**src/rtl/fetch_pc_unit_if.sv**
```systemverilog
// Fetch-PC unit bus: D-stage redirect controls, hazard stall, CP0 redirect
// inputs, and the fetch PC / next-PC / fetch-exception outputs.
// master = pipeline side that drives controls, slave = fetch_pc_unit.
interface fetch_pc_unit_if #(
  parameter int WIDTH = 32
);
  logic             stall;
  logic [2:0]       mode;
  logic             cmpRes;
  logic [25:0]      imm26_D;
  logic [WIDTH-1:0] PC_D;
  logic [WIDTH-1:0] regRD1_D;
  logic             excReq;
  logic             eret_D;
  logic [WIDTH-1:0] EPC;
  logic [WIDTH-1:0] PC_F;
  logic [WIDTH-1:0] PC_next;
  logic             excAdEL_F;

  modport master (
    output stall, mode, cmpRes, imm26_D, PC_D, regRD1_D, excReq, eret_D, EPC,
    input  PC_F, PC_next, excAdEL_F
  );

  modport slave (
    input  stall, mode, cmpRes, imm26_D, PC_D, regRD1_D, excReq, eret_D, EPC,
    output PC_F, PC_next, excAdEL_F
  );
endinterface

```
**src/rtl/fetch_pc_unit.sv**
```systemverilog
// Fetch-stage program counter. Holds PC_F and selects the next fetch address
// from sequential fetch, branch, J-type, register jump, exception handler
// entry and eret return.
// Optional feature macro: FETCH_CHECK_EN -- when defined, excAdEL_F flags a
// misaligned or out-of-window PC_F; otherwise excAdEL_F is tied to 0.
module fetch_pc_unit #(
  parameter int               WIDTH      = 32,
  parameter logic [WIDTH-1:0] RESET_PC   = 32'h0000_3000,
  parameter logic [WIDTH-1:0] HANDLER_PC = 32'h0000_4180,
  parameter logic [WIDTH-1:0] IM_LO      = 32'h0000_3000,
  parameter logic [WIDTH-1:0] IM_HI      = 32'h0000_6ffc
) (
  input  logic            clk,
  input  logic            reset,
  fetch_pc_unit_if.slave  bus
);

  localparam logic [2:0] MODE_BRANCH = 3'd1;
  localparam logic [2:0] MODE_JTYPE  = 3'd2;
  localparam logic [2:0] MODE_JREG   = 3'd3;

  // The J-type splice keeps PC_D[WIDTH-1:28]; an inverted fetch window is
  // a parameterisation mistake in either build.
  if (WIDTH < 32) begin : g_bad_width
    $error("fetch_pc_unit: WIDTH must be >= 32");
  end
  if (IM_HI < IM_LO) begin : g_bad_window
    $error("fetch_pc_unit: IM_HI below IM_LO");
  end

  logic [WIDTH-1:0] pc_q;
  logic [WIDTH-1:0] pc_d;
  logic [WIDTH-1:0] seq_tgt;
  logic [WIDTH-1:0] br_tgt;
  logic [WIDTH-1:0] j_tgt;
  logic [WIDTH-1:0] br_off;

  // Word offset of the branch: sign-extended imm16 scaled by 4.
  assign br_off  = {{(WIDTH-18){bus.imm26_D[15]}}, bus.imm26_D[15:0], 2'b00};
  assign seq_tgt = pc_q + WIDTH'(4);
  assign br_tgt  = bus.PC_D + WIDTH'(4) + br_off;
  assign j_tgt   = {bus.PC_D[WIDTH-1:28], bus.imm26_D, 2'b00};

  // Next-PC select: CP0 redirects beat the stall so a frozen pipeline can
  // still take an exception or return from one.
  always_comb begin
    pc_d = seq_tgt;
    if (bus.excReq)      pc_d = HANDLER_PC;
    else if (bus.eret_D) pc_d = bus.EPC;
    else if (bus.stall)  pc_d = pc_q;
    else begin
      unique case (bus.mode)
        MODE_BRANCH: pc_d = bus.cmpRes ? br_tgt : seq_tgt;
        MODE_JTYPE:  pc_d = j_tgt;
        MODE_JREG:   pc_d = bus.regRD1_D;  // no alignment masking on purpose
        default:     pc_d = seq_tgt;
      endcase
    end
  end

  // PC register; reset is asynchronous and overrides everything.
  always_ff @(posedge clk or negedge reset) begin
    if (!reset) pc_q <= RESET_PC;
    else        pc_q <= pc_d;
  end

  assign bus.PC_F    = pc_q;
  assign bus.PC_next = pc_d;

`ifdef FETCH_CHECK_EN
  // Fetch address error: misaligned or outside instruction memory.
  assign bus.excAdEL_F = (pc_q[1:0] != 2'b00) || (pc_q < IM_LO) || (pc_q > IM_HI);
`else
  assign bus.excAdEL_F = 1'b0;
`endif

endmodule

```
**src/flat_wrapper.sv**
```systemverilog
// flat-port wrapper written by rule: the top's interface ports become plain ports
module fetch_pc_unit_flat 
#(
  parameter int               WIDTH      = 32,
  parameter logic [WIDTH-1:0] RESET_PC   = 32'h0000_3000,
  parameter logic [WIDTH-1:0] HANDLER_PC = 32'h0000_4180,
  parameter logic [WIDTH-1:0] IM_LO      = 32'h0000_3000,
  parameter logic [WIDTH-1:0] IM_HI      = 32'h0000_6ffc
)
  (clk, reset, bus_stall, bus_mode, bus_cmpRes, bus_imm26_D, bus_PC_D, bus_regRD1_D, bus_excReq, bus_eret_D, bus_EPC, bus_PC_F, bus_PC_next, bus_excAdEL_F);
  fetch_pc_unit_if #(.WIDTH(WIDTH)) bus_i ();
  input  logic clk;
  input  logic reset;
  input wire logic [$bits(bus_i.stall)-1:0] bus_stall;
  input wire logic [$bits(bus_i.mode)-1:0] bus_mode;
  input wire logic [$bits(bus_i.cmpRes)-1:0] bus_cmpRes;
  input wire logic [$bits(bus_i.imm26_D)-1:0] bus_imm26_D;
  input wire logic [$bits(bus_i.PC_D)-1:0] bus_PC_D;
  input wire logic [$bits(bus_i.regRD1_D)-1:0] bus_regRD1_D;
  input wire logic [$bits(bus_i.excReq)-1:0] bus_excReq;
  input wire logic [$bits(bus_i.eret_D)-1:0] bus_eret_D;
  input wire logic [$bits(bus_i.EPC)-1:0] bus_EPC;
  output wire logic [$bits(bus_i.PC_F)-1:0] bus_PC_F;
  output wire logic [$bits(bus_i.PC_next)-1:0] bus_PC_next;
  output wire logic [$bits(bus_i.excAdEL_F)-1:0] bus_excAdEL_F;
  assign bus_i.stall = bus_stall;
  assign bus_i.mode = bus_mode;
  assign bus_i.cmpRes = bus_cmpRes;
  assign bus_i.imm26_D = bus_imm26_D;
  assign bus_i.PC_D = bus_PC_D;
  assign bus_i.regRD1_D = bus_regRD1_D;
  assign bus_i.excReq = bus_excReq;
  assign bus_i.eret_D = bus_eret_D;
  assign bus_i.EPC = bus_EPC;
  assign bus_PC_F = bus_i.PC_F;
  assign bus_PC_next = bus_i.PC_next;
  assign bus_excAdEL_F = bus_i.excAdEL_F;
  fetch_pc_unit #(.WIDTH(WIDTH), .RESET_PC(RESET_PC), .HANDLER_PC(HANDLER_PC), .IM_LO(IM_LO), .IM_HI(IM_HI)) u_core (.clk(clk), .reset(reset), .bus(bus_i));
endmodule
```
**config.mk**
```make
export PLATFORM = sky130hd
export DESIGN_NAME = fetch_pc_unit_flat
export DESIGN_NICKNAME = d
export VERILOG_FILES = /design/src/rtl/fetch_pc_unit_if.sv /design/src/rtl/fetch_pc_unit.sv /design/src/flat_wrapper.sv
export SDC_FILE = /design/constraint.sdc
export NUM_CORES = 1
export LEC_CHECK = 0
export ABC_AREA = 0
export CORE_UTILIZATION = 30
export DETAILED_ROUTE_END_ITERATION = 6
export PLACE_DENSITY = 0.69
export SLEW_MARGIN = 25
export SYNTH_ARGS = -nofsm -noshare
export SYNTH_HDL_FRONTEND = slang
export SYNTH_SLANG_ARGS = --single-unit
```
**constraint.sdc**
```tcl
create_clock -name clk -period 8.4 [get_ports clk]
set_input_delay 1.68 -clock clk [delete_from_list [all_inputs] [get_ports clk]]
set_output_delay 1.68 -clock clk [all_outputs]
set_load 0.05 [all_outputs]
```
==> results of run 1 <==
-- Yosys cell counts (7+ instances only) --
| cell type | instances | share of area [%] |
|---|---|---|
| and3_1 | 10 | 1.2 |
| nor4_1 | 8 | 0.95 |
| a31oi_1 | 12 | 1.4 |
| ha_1 | 58 | 14 |
| a211oi_1 | 13 | 1.9 |
| nand4_1 | 14 | 1.7 |
| nor3_1 | 24 | 2.3 |
| clkbuf_1 | 32 | 2.3 |
| nand2b_1 | 7 | 0.84 |
| a221oi_1 | 8 | 1.3 |
| o21ai_0 | 32 | 3.1 |
| a21o_1 | 15 | 2.1 |
| o21a_1 | 10 | 1.4 |
| nor2_1 | 54 | 3.9 |
| o22ai_1 | 10 | 1.2 |
| nand2_1 | 55 | 3.9 |
| a21oi_1 | 80 | 7.6 |
| xnor2_1 | 19 | 3.2 |
| mux2i_1 | 22 | 4.2 |
| nand3_1 | 26 | 2.5 |
| inv_1 | 41 | 2.9 |
| or3_1 | 7 | 0.84 |
| dfrtp_1 | 30 | 14 |
| nor2b_1 | 7 | 0.84 |
| o31ai_1 | 8 | 1.1 |
| o211ai_1 | 8 | 1.1 |
| xor2_1 | 15 | 2.5 |
-- layer usage --
layer / vias up / share of wire, % / track usage [%]
met1: 2892 / 45 / 32.9
li1: 3017 / - / -
met2: 265 / 46 / 39.4
met5: - / 0 / 0
met3: 32 / 7.0 / 2.65
met4: 0 / 2.5 / 7.05
-- logic make-up after synthesis --
family | after synthesis | share of synthesized area [%]
AO/OA/AOI/OAI | 246 | 31.7
AND/OR/NAND/NOR | 233 | 22.1
buffers and inverters | 85 | 6.30
adder cells (fa/ha/maj) | 59 | 14.2
XOR/XNOR | 34 | 5.68
flip-flops | 32 | 15.3
multiplexers | 24 | 4.63
other | 1 | 0.0715
-- through the flow --
| stage | power [mW] | instances | setup WS, ns | util (%) |
|---|---|---|---|---|
| after CTS | 0.897 | 1100 | 0.694 | 44.5 |
| after global routing | 0.947 | 1100 | 0.414 | 44.5 |
| after global placement | 0.680 | 1092 | 0.850 | 43.5 |
| final | 0.900 | 1100 | 0.738 | 44.5 |
| after floorplan | 0.491 | 714 | 1.40 | - |
| after detailed placement | 0.680 | 1092 | 0.703 | 43.5 |
-- worst max path at each step --
stage	startpoint	slack, ns	to	depth (start not counted)
6_report	bus_imm26_D[15]	0.74	bus_PC_next[25]	12
3_3_place_gp	bus_imm26_D[15]	0.85	bus_PC_next[25]	12
3_5_place_dp	bus_imm26_D[15]	0.70	bus_PC_next[25]	12
4_1_cts	bus_imm26_D[15]	0.69	bus_PC_next[25]	12
2_1_floorplan	bus_PC_D[11]	1.40	bus_PC_next[26]	11
5_1_grt	bus_imm26_D[15]	0.41	bus_PC_next[25]	12
-- power by group through the flow --
stage,clock network [mW],registers (mW),logic [mW]
6_report,0.214,0.187,0.499
2_1_floorplan,0,0.222,0.269
3_5_place_dp,0,0.188,0.492
5_1_grt,0.223,0.188,0.536
4_1_cts,0.216,0.186,0.495
3_3_place_gp,0,0.188,0.492
-- final cells by class --
class / instances / area [sq um]
clock buffers: 5 / 125
clock inverters: 3 / 42.5
fillers: 1741 / 9330
inverters: 41 / 154
multi-input cells: 597 / 4110
flip-flops and latches: 32 / 803
well taps: 220 / 275
repair buffers: 202 / 1980
-- tightest hold or removal path, cell delays in order, from the launching register on --
cell,delay [ns]
dfrtp_1,0.34
a221o_1,0.13
o21ai_0,0.08
nor2_1,0.13
==> results.md, run 1 <==
- Die H: 134 um
- Hold_buf cts: 0
- Crit-path max FO: 11
- Die ar.: 18000 sq um
- Crit path largest cell delay: 0.87 ns
- Layout cells sized above 1: 4.09%
- RR Endpoint: u_core.bus.PC_F[28]$_DFF_PN0_
- Final worst-path cycle share: 91.2%
- Clk_lat worst skew: 0.29 ns
- Flops & latches, synth: 32
- Placed Area: 7320 sq um
- CTS sink count: 32
- Most used DFF post-synth: dfrtp_1
- Ant. Diodes: 0
- Antenna violations before repair: 0
- Cell Pwr Density: 120 nW/um^2
- Final Hold Viols: 0
- Post-CTS Setup Repair Bufs: 0
- DRC violations left: 0
- Clock Pin Slew Worst Setup and Hold Paths: 0.05 ns
- DR WL/cell: 19.7 um
- Sw Pwr: 0.393 mW
- CTS tree: yes
- Max Cap Violations: 0
- First-pass GRT wire length: 33.4 mm
- Syn Area/Cell: 7.34 sq um
- Reg2reg path depth: 9
- Vias in the first global route: 5948
- Crit end category: output pin
- WP data required: 6.72 ns
- HP Start: u_core.bus.PC_F[1]$_DFF_PN0_
- # setup viols final: 0
- Sw Share: 43.6%
- Yosys warns: 0
- Htree depth: 2
- DP Wirelength: 17.3 mm
- Clock network fraction of design power: 23.8%
- Sequential-to-total area share from yosys stat: 15.3%
- Arrival time at the worst endpoint: 5.98 ns
- Reg2reg start: u_core.bus.PC_F[3]$_DFF_PN0_
- RSZ-0062 raised after global routing: false
- CTS resizes: 0
- Async set-reset flop share out of synthesis: 100%
- Final hold slack: 0.734 ns
- Site Rows: 47
- Syn_nets: 904
- Vias/cell: 5.64
- Post-route cell area: 7490 sq um
- Layout area overhead: 42.9%
- Sequential power share: 20.7%
- Most common cell after layout, fill and taps aside: clkdlybuf4s50_1
- CTS max path bufs: 2
- Starting Density: 31.2%
- CTS Buf Count: 5
- Post-synthesis cell count: 714
- Pin count of the biggest net entering global routing: 47
- Clock skew: 0.00742 ns
- Crit Path Category: in -> out
- Comb power frac: 55.4%
- I/O pin count: 196
- Synth cell types: 67
- Leak: 3.05 nW
- Worst Hold Depth: 3
- Mapped Area: 5240 sq um
- Nets: 1069
- Post-Route WL: 21.7 mm
- Port bufs: 194
- Status: finished clean
- DR iter-0 viols: 571
- Max Fclk: 0.131 GHz
- Max-slew violation count: 0
- Number of synthesized flops with an enable pin: 0
- Vias: 6206
- Largest register FFs: 32
- Buf/Inv on CP: 2
- Worst-Margin Slew: 0.975 ns
- Slowest CP cell: clkdlybuf4s50_1
- Worst Hold End: u_core.bus.PC_F[1]$_DFF_PN0_
- Drt first pass iters: 7
- Final Critical Period: 7.66 ns
- Fin Setup TNS: 0 ns
- Global Route Usage Sum: 24.0%
- Internal Power: 0.507 mW
- Clk root buf: clkbuf_16
- Remaining Overflow, GRT: 0
- Peak supply drop: 72.0 uV
- Startpoint types: primary input
- ANT nets after route: 0
- Core box area: 16800 sq um
- Placer Congestion: 0.937
- Path category of the worst min-delay check: reg -> reg
- Reg-to-reg slack, setup: 5.60 ns
- Worst path cell trace: clkdlybuf4s50_1 > ha_1 > ha_1 > nand4_1 > or3_1 > a21oi_1 > nor2_1 > a21oi_1 > nor3b_1 > o31ai_1 > a211oi_1 > clkdlybuf4s50_1
- Die width: 134 um
- Most frequent cells in the layout: 190 x clkdlybuf4s50_1, 80 x a21oi_1, 58 x ha_1
- Worst slew margin: 34.8%
- Top delay family on crit path: buffers and inverters
No activity file was read; power rests on OpenSTA's default activity.
==> inputs of run 2 (changes only) <==
Settings changed: CTS_CLUSTER_DIAMETER set to 60.
==> results of run 2 <==
No change in the layout: final DEF, timing and power equal those of run 1.
==> inputs of run 3 (changes only) <==
Settings changed: CORE_ASPECT_RATIO set to 1.75.
==> run 3 against run 2 <==
Compared with the run above:
- clock skew up 0.0032 ns
- sequential power about the same
- routed wire length up 5.4%
- global-route usage is 1.3 points higher
- sequential share of layout area is essentially flat
- non-clock buffer count rose by 4
- critical path type unchanged
==> results.md, run 3 (synthesized netlist as in run 1, its figures left out) <==
- Port bufs: 194
- Peak supply drop: 77.5 uV
- Status: finished clean
- Leak: 3.06 nW
- CTS sink count: 32
- DR iter-0 viols: 323
- Site Rows: 63
- WP data required: 6.72 ns
- Placer Congestion: 0.993
- RSZ-0062 raised after global routing: false
- Cells after DPL: 1103
- CTS Buf Count: 5
- Core box area: 17000 sq um
- Max Fclk: 0.132 GHz
- Post-CTS Setup Repair Bufs: 0
- DP Wirelength: 18.2 mm
- DR WL/cell: 20.6 um
- Reg2reg start: u_core.bus.PC_F[6]$_DFF_PN0_
- Pin count of the biggest net entering global routing: 47
- Drt first pass iters: 5
- Startpoint types: primary input
- Arrival time at the worst endpoint: 5.89 ns
- Global Route Usage Sum: 25.3%
- Worst Hold Depth: 3
- Clock skew: 0.0107 ns
- Max-slew violation count: 0
- Vias: 6447
- Crit-path max FO: 7
- Clk_lat worst skew: 0.30 ns
- Worst Hold End: u_core.bus.PC_F[1]$_DFF_PN0_
- I/O pin count: 196
- Post-Route WL: 22.9 mm
- Worst slew margin: 40.4%
- Htree depth: 2
- HP Start: u_core.bus.PC_F[1]$_DFF_PN0_
- Final Critical Period: 7.57 ns
- Final worst-path cycle share: 90.1%
- Antenna violations before repair: 0
- CTS tree: yes
- Most common cell after layout, fill and taps aside: clkdlybuf4s50_1
- Worst-Margin Slew: 0.891 ns
- Largest register FFs: 32
- Final Hold Viols: 0
- DRC violations left: 0
- RR Endpoint: u_core.bus.PC_F[27]$_DFF_PN0_
- Vias in the first global route: 6451
- Die H: 177 um
- Most frequent cells in the layout: 191 x clkdlybuf4s50_1, 80 x a21oi_1, 58 x ha_1
- Starting Density: 30.8%
- Clk root buf: clkbuf_16
- CTS resizes: 0
- Max Cap Violations: 0
- Die ar.: 18000 sq um
- ANT nets after route: 0
- Die width: 102 um
- Ant. Diodes: 0
- Remaining Overflow, GRT: 0
- Layout area overhead: 43.3%
- Final hold slack: 0.723 ns
- Nets: 1073
- Reg2reg path depth: 8
- Crit end category: output pin
- Hold_buf cts: 0
- Vias/cell: 5.80
- Layout cells sized above 1: 4.41%
- Clock Pin Slew Worst Setup and Hold Paths: 0.06 ns
- First-pass GRT wire length: 34.4 mm
- Reg-to-reg slack, setup: 5.63 ns
- Fin Setup TNS: 0 ns
- Non-Filler Instances: 1111
- Cell Pwr Density: 118 nW/um^2
- CTS max path bufs: 2
- Crit Path Category: in -> out
- # setup viols final: 0
- Path category of the worst min-delay check: reg -> reg
## run 3: cell count changes in the layout (fill, tap and decap cells not counted), sizes merged
cell	previous run	this run
clkinv	1	3
clkdlybuf4s50	190	191
buf	12	15
bufinv	1	0
clkinvlp	1	0
## run 3: worst max-delay path by stage
stage | from | end | cells past startpoint
floorplan | bus_PC_D[11] | bus_PC_next[26] | 11
global placement | bus_imm26_D[15] | bus_PC_next[25] | 12
global route | bus_imm26_D[15] | bus_PC_next[25] | 12
finish | bus_imm26_D[15] | bus_PC_next[25] | 12
detailed placement | bus_imm26_D[15] | bus_PC_next[25] | 12
CTS | bus_imm26_D[15] | bus_PC_next[25] | 12
## run 3: power breakdown
| part | internal, mW | leakage [nW] | switching, mW |
|---|---|---|---|
| sequential | 0.166 | 0.406 | 0.0216 |
| combinational | 0.203 | 2.58 | 0.299 |
| clock | 0.110 | 0.0736 | 0.0835 |
## run 3: layout make-up
type / instances / area [sq um]
fill: 1746 / 9520
timing repair buffer: 206 / 2020
inverter: 41 / 154
clock inverter: 3 / 18.8
sequential: 32 / 803
tap: 227 / 284
multi-input combinational: 597 / 4110
clock buffer: 5 / 125
## run 3: critical path, cell delays in order
cell	delay [ns]
clkdlybuf4s50_1	0.59
ha_1	0.27
ha_1	0.44
nand4_1	0.20
or3_1	0.39
a21oi_1	0.24
nor2_1	0.13
a21oi_1	0.27
nor3b_1	0.23
o31ai_1	0.16
a211oi_1	0.41
clkdlybuf4s50_1	0.87
## run 3: routing by layer
| layer | global-route usage (%) | vias to the layer above | share of wire (%) | wire length (um) |
|---|---|---|---|---|
| met5 | 0 | - | 0 | 0 |
| met3 | 3.08 | 78 | 6.8 | 1550 |
| met4 | 15.5 | 0 | 5.4 | 1240 |
| met1 | 26.7 | 3024 | 35 | 8000 |
| met2 | 46.6 | 324 | 53 | 12100 |
| li1 | - | 3021 | - | - |
## run 3: through the flow
step	setup WS, ns	area (sq um)	power [mW]	util (%)
2_1_floorplan	1.40	5240	0.491	-
3_3_place_gp	0.935	7370	0.685	43.3
3_5_place_dp	0.898	7370	0.686	43.3
4_1_cts	0.876	7510	0.883	44.1
5_1_grt	0.541	7510	0.927	44.1
6_report	0.833	7510	0.883	44.1
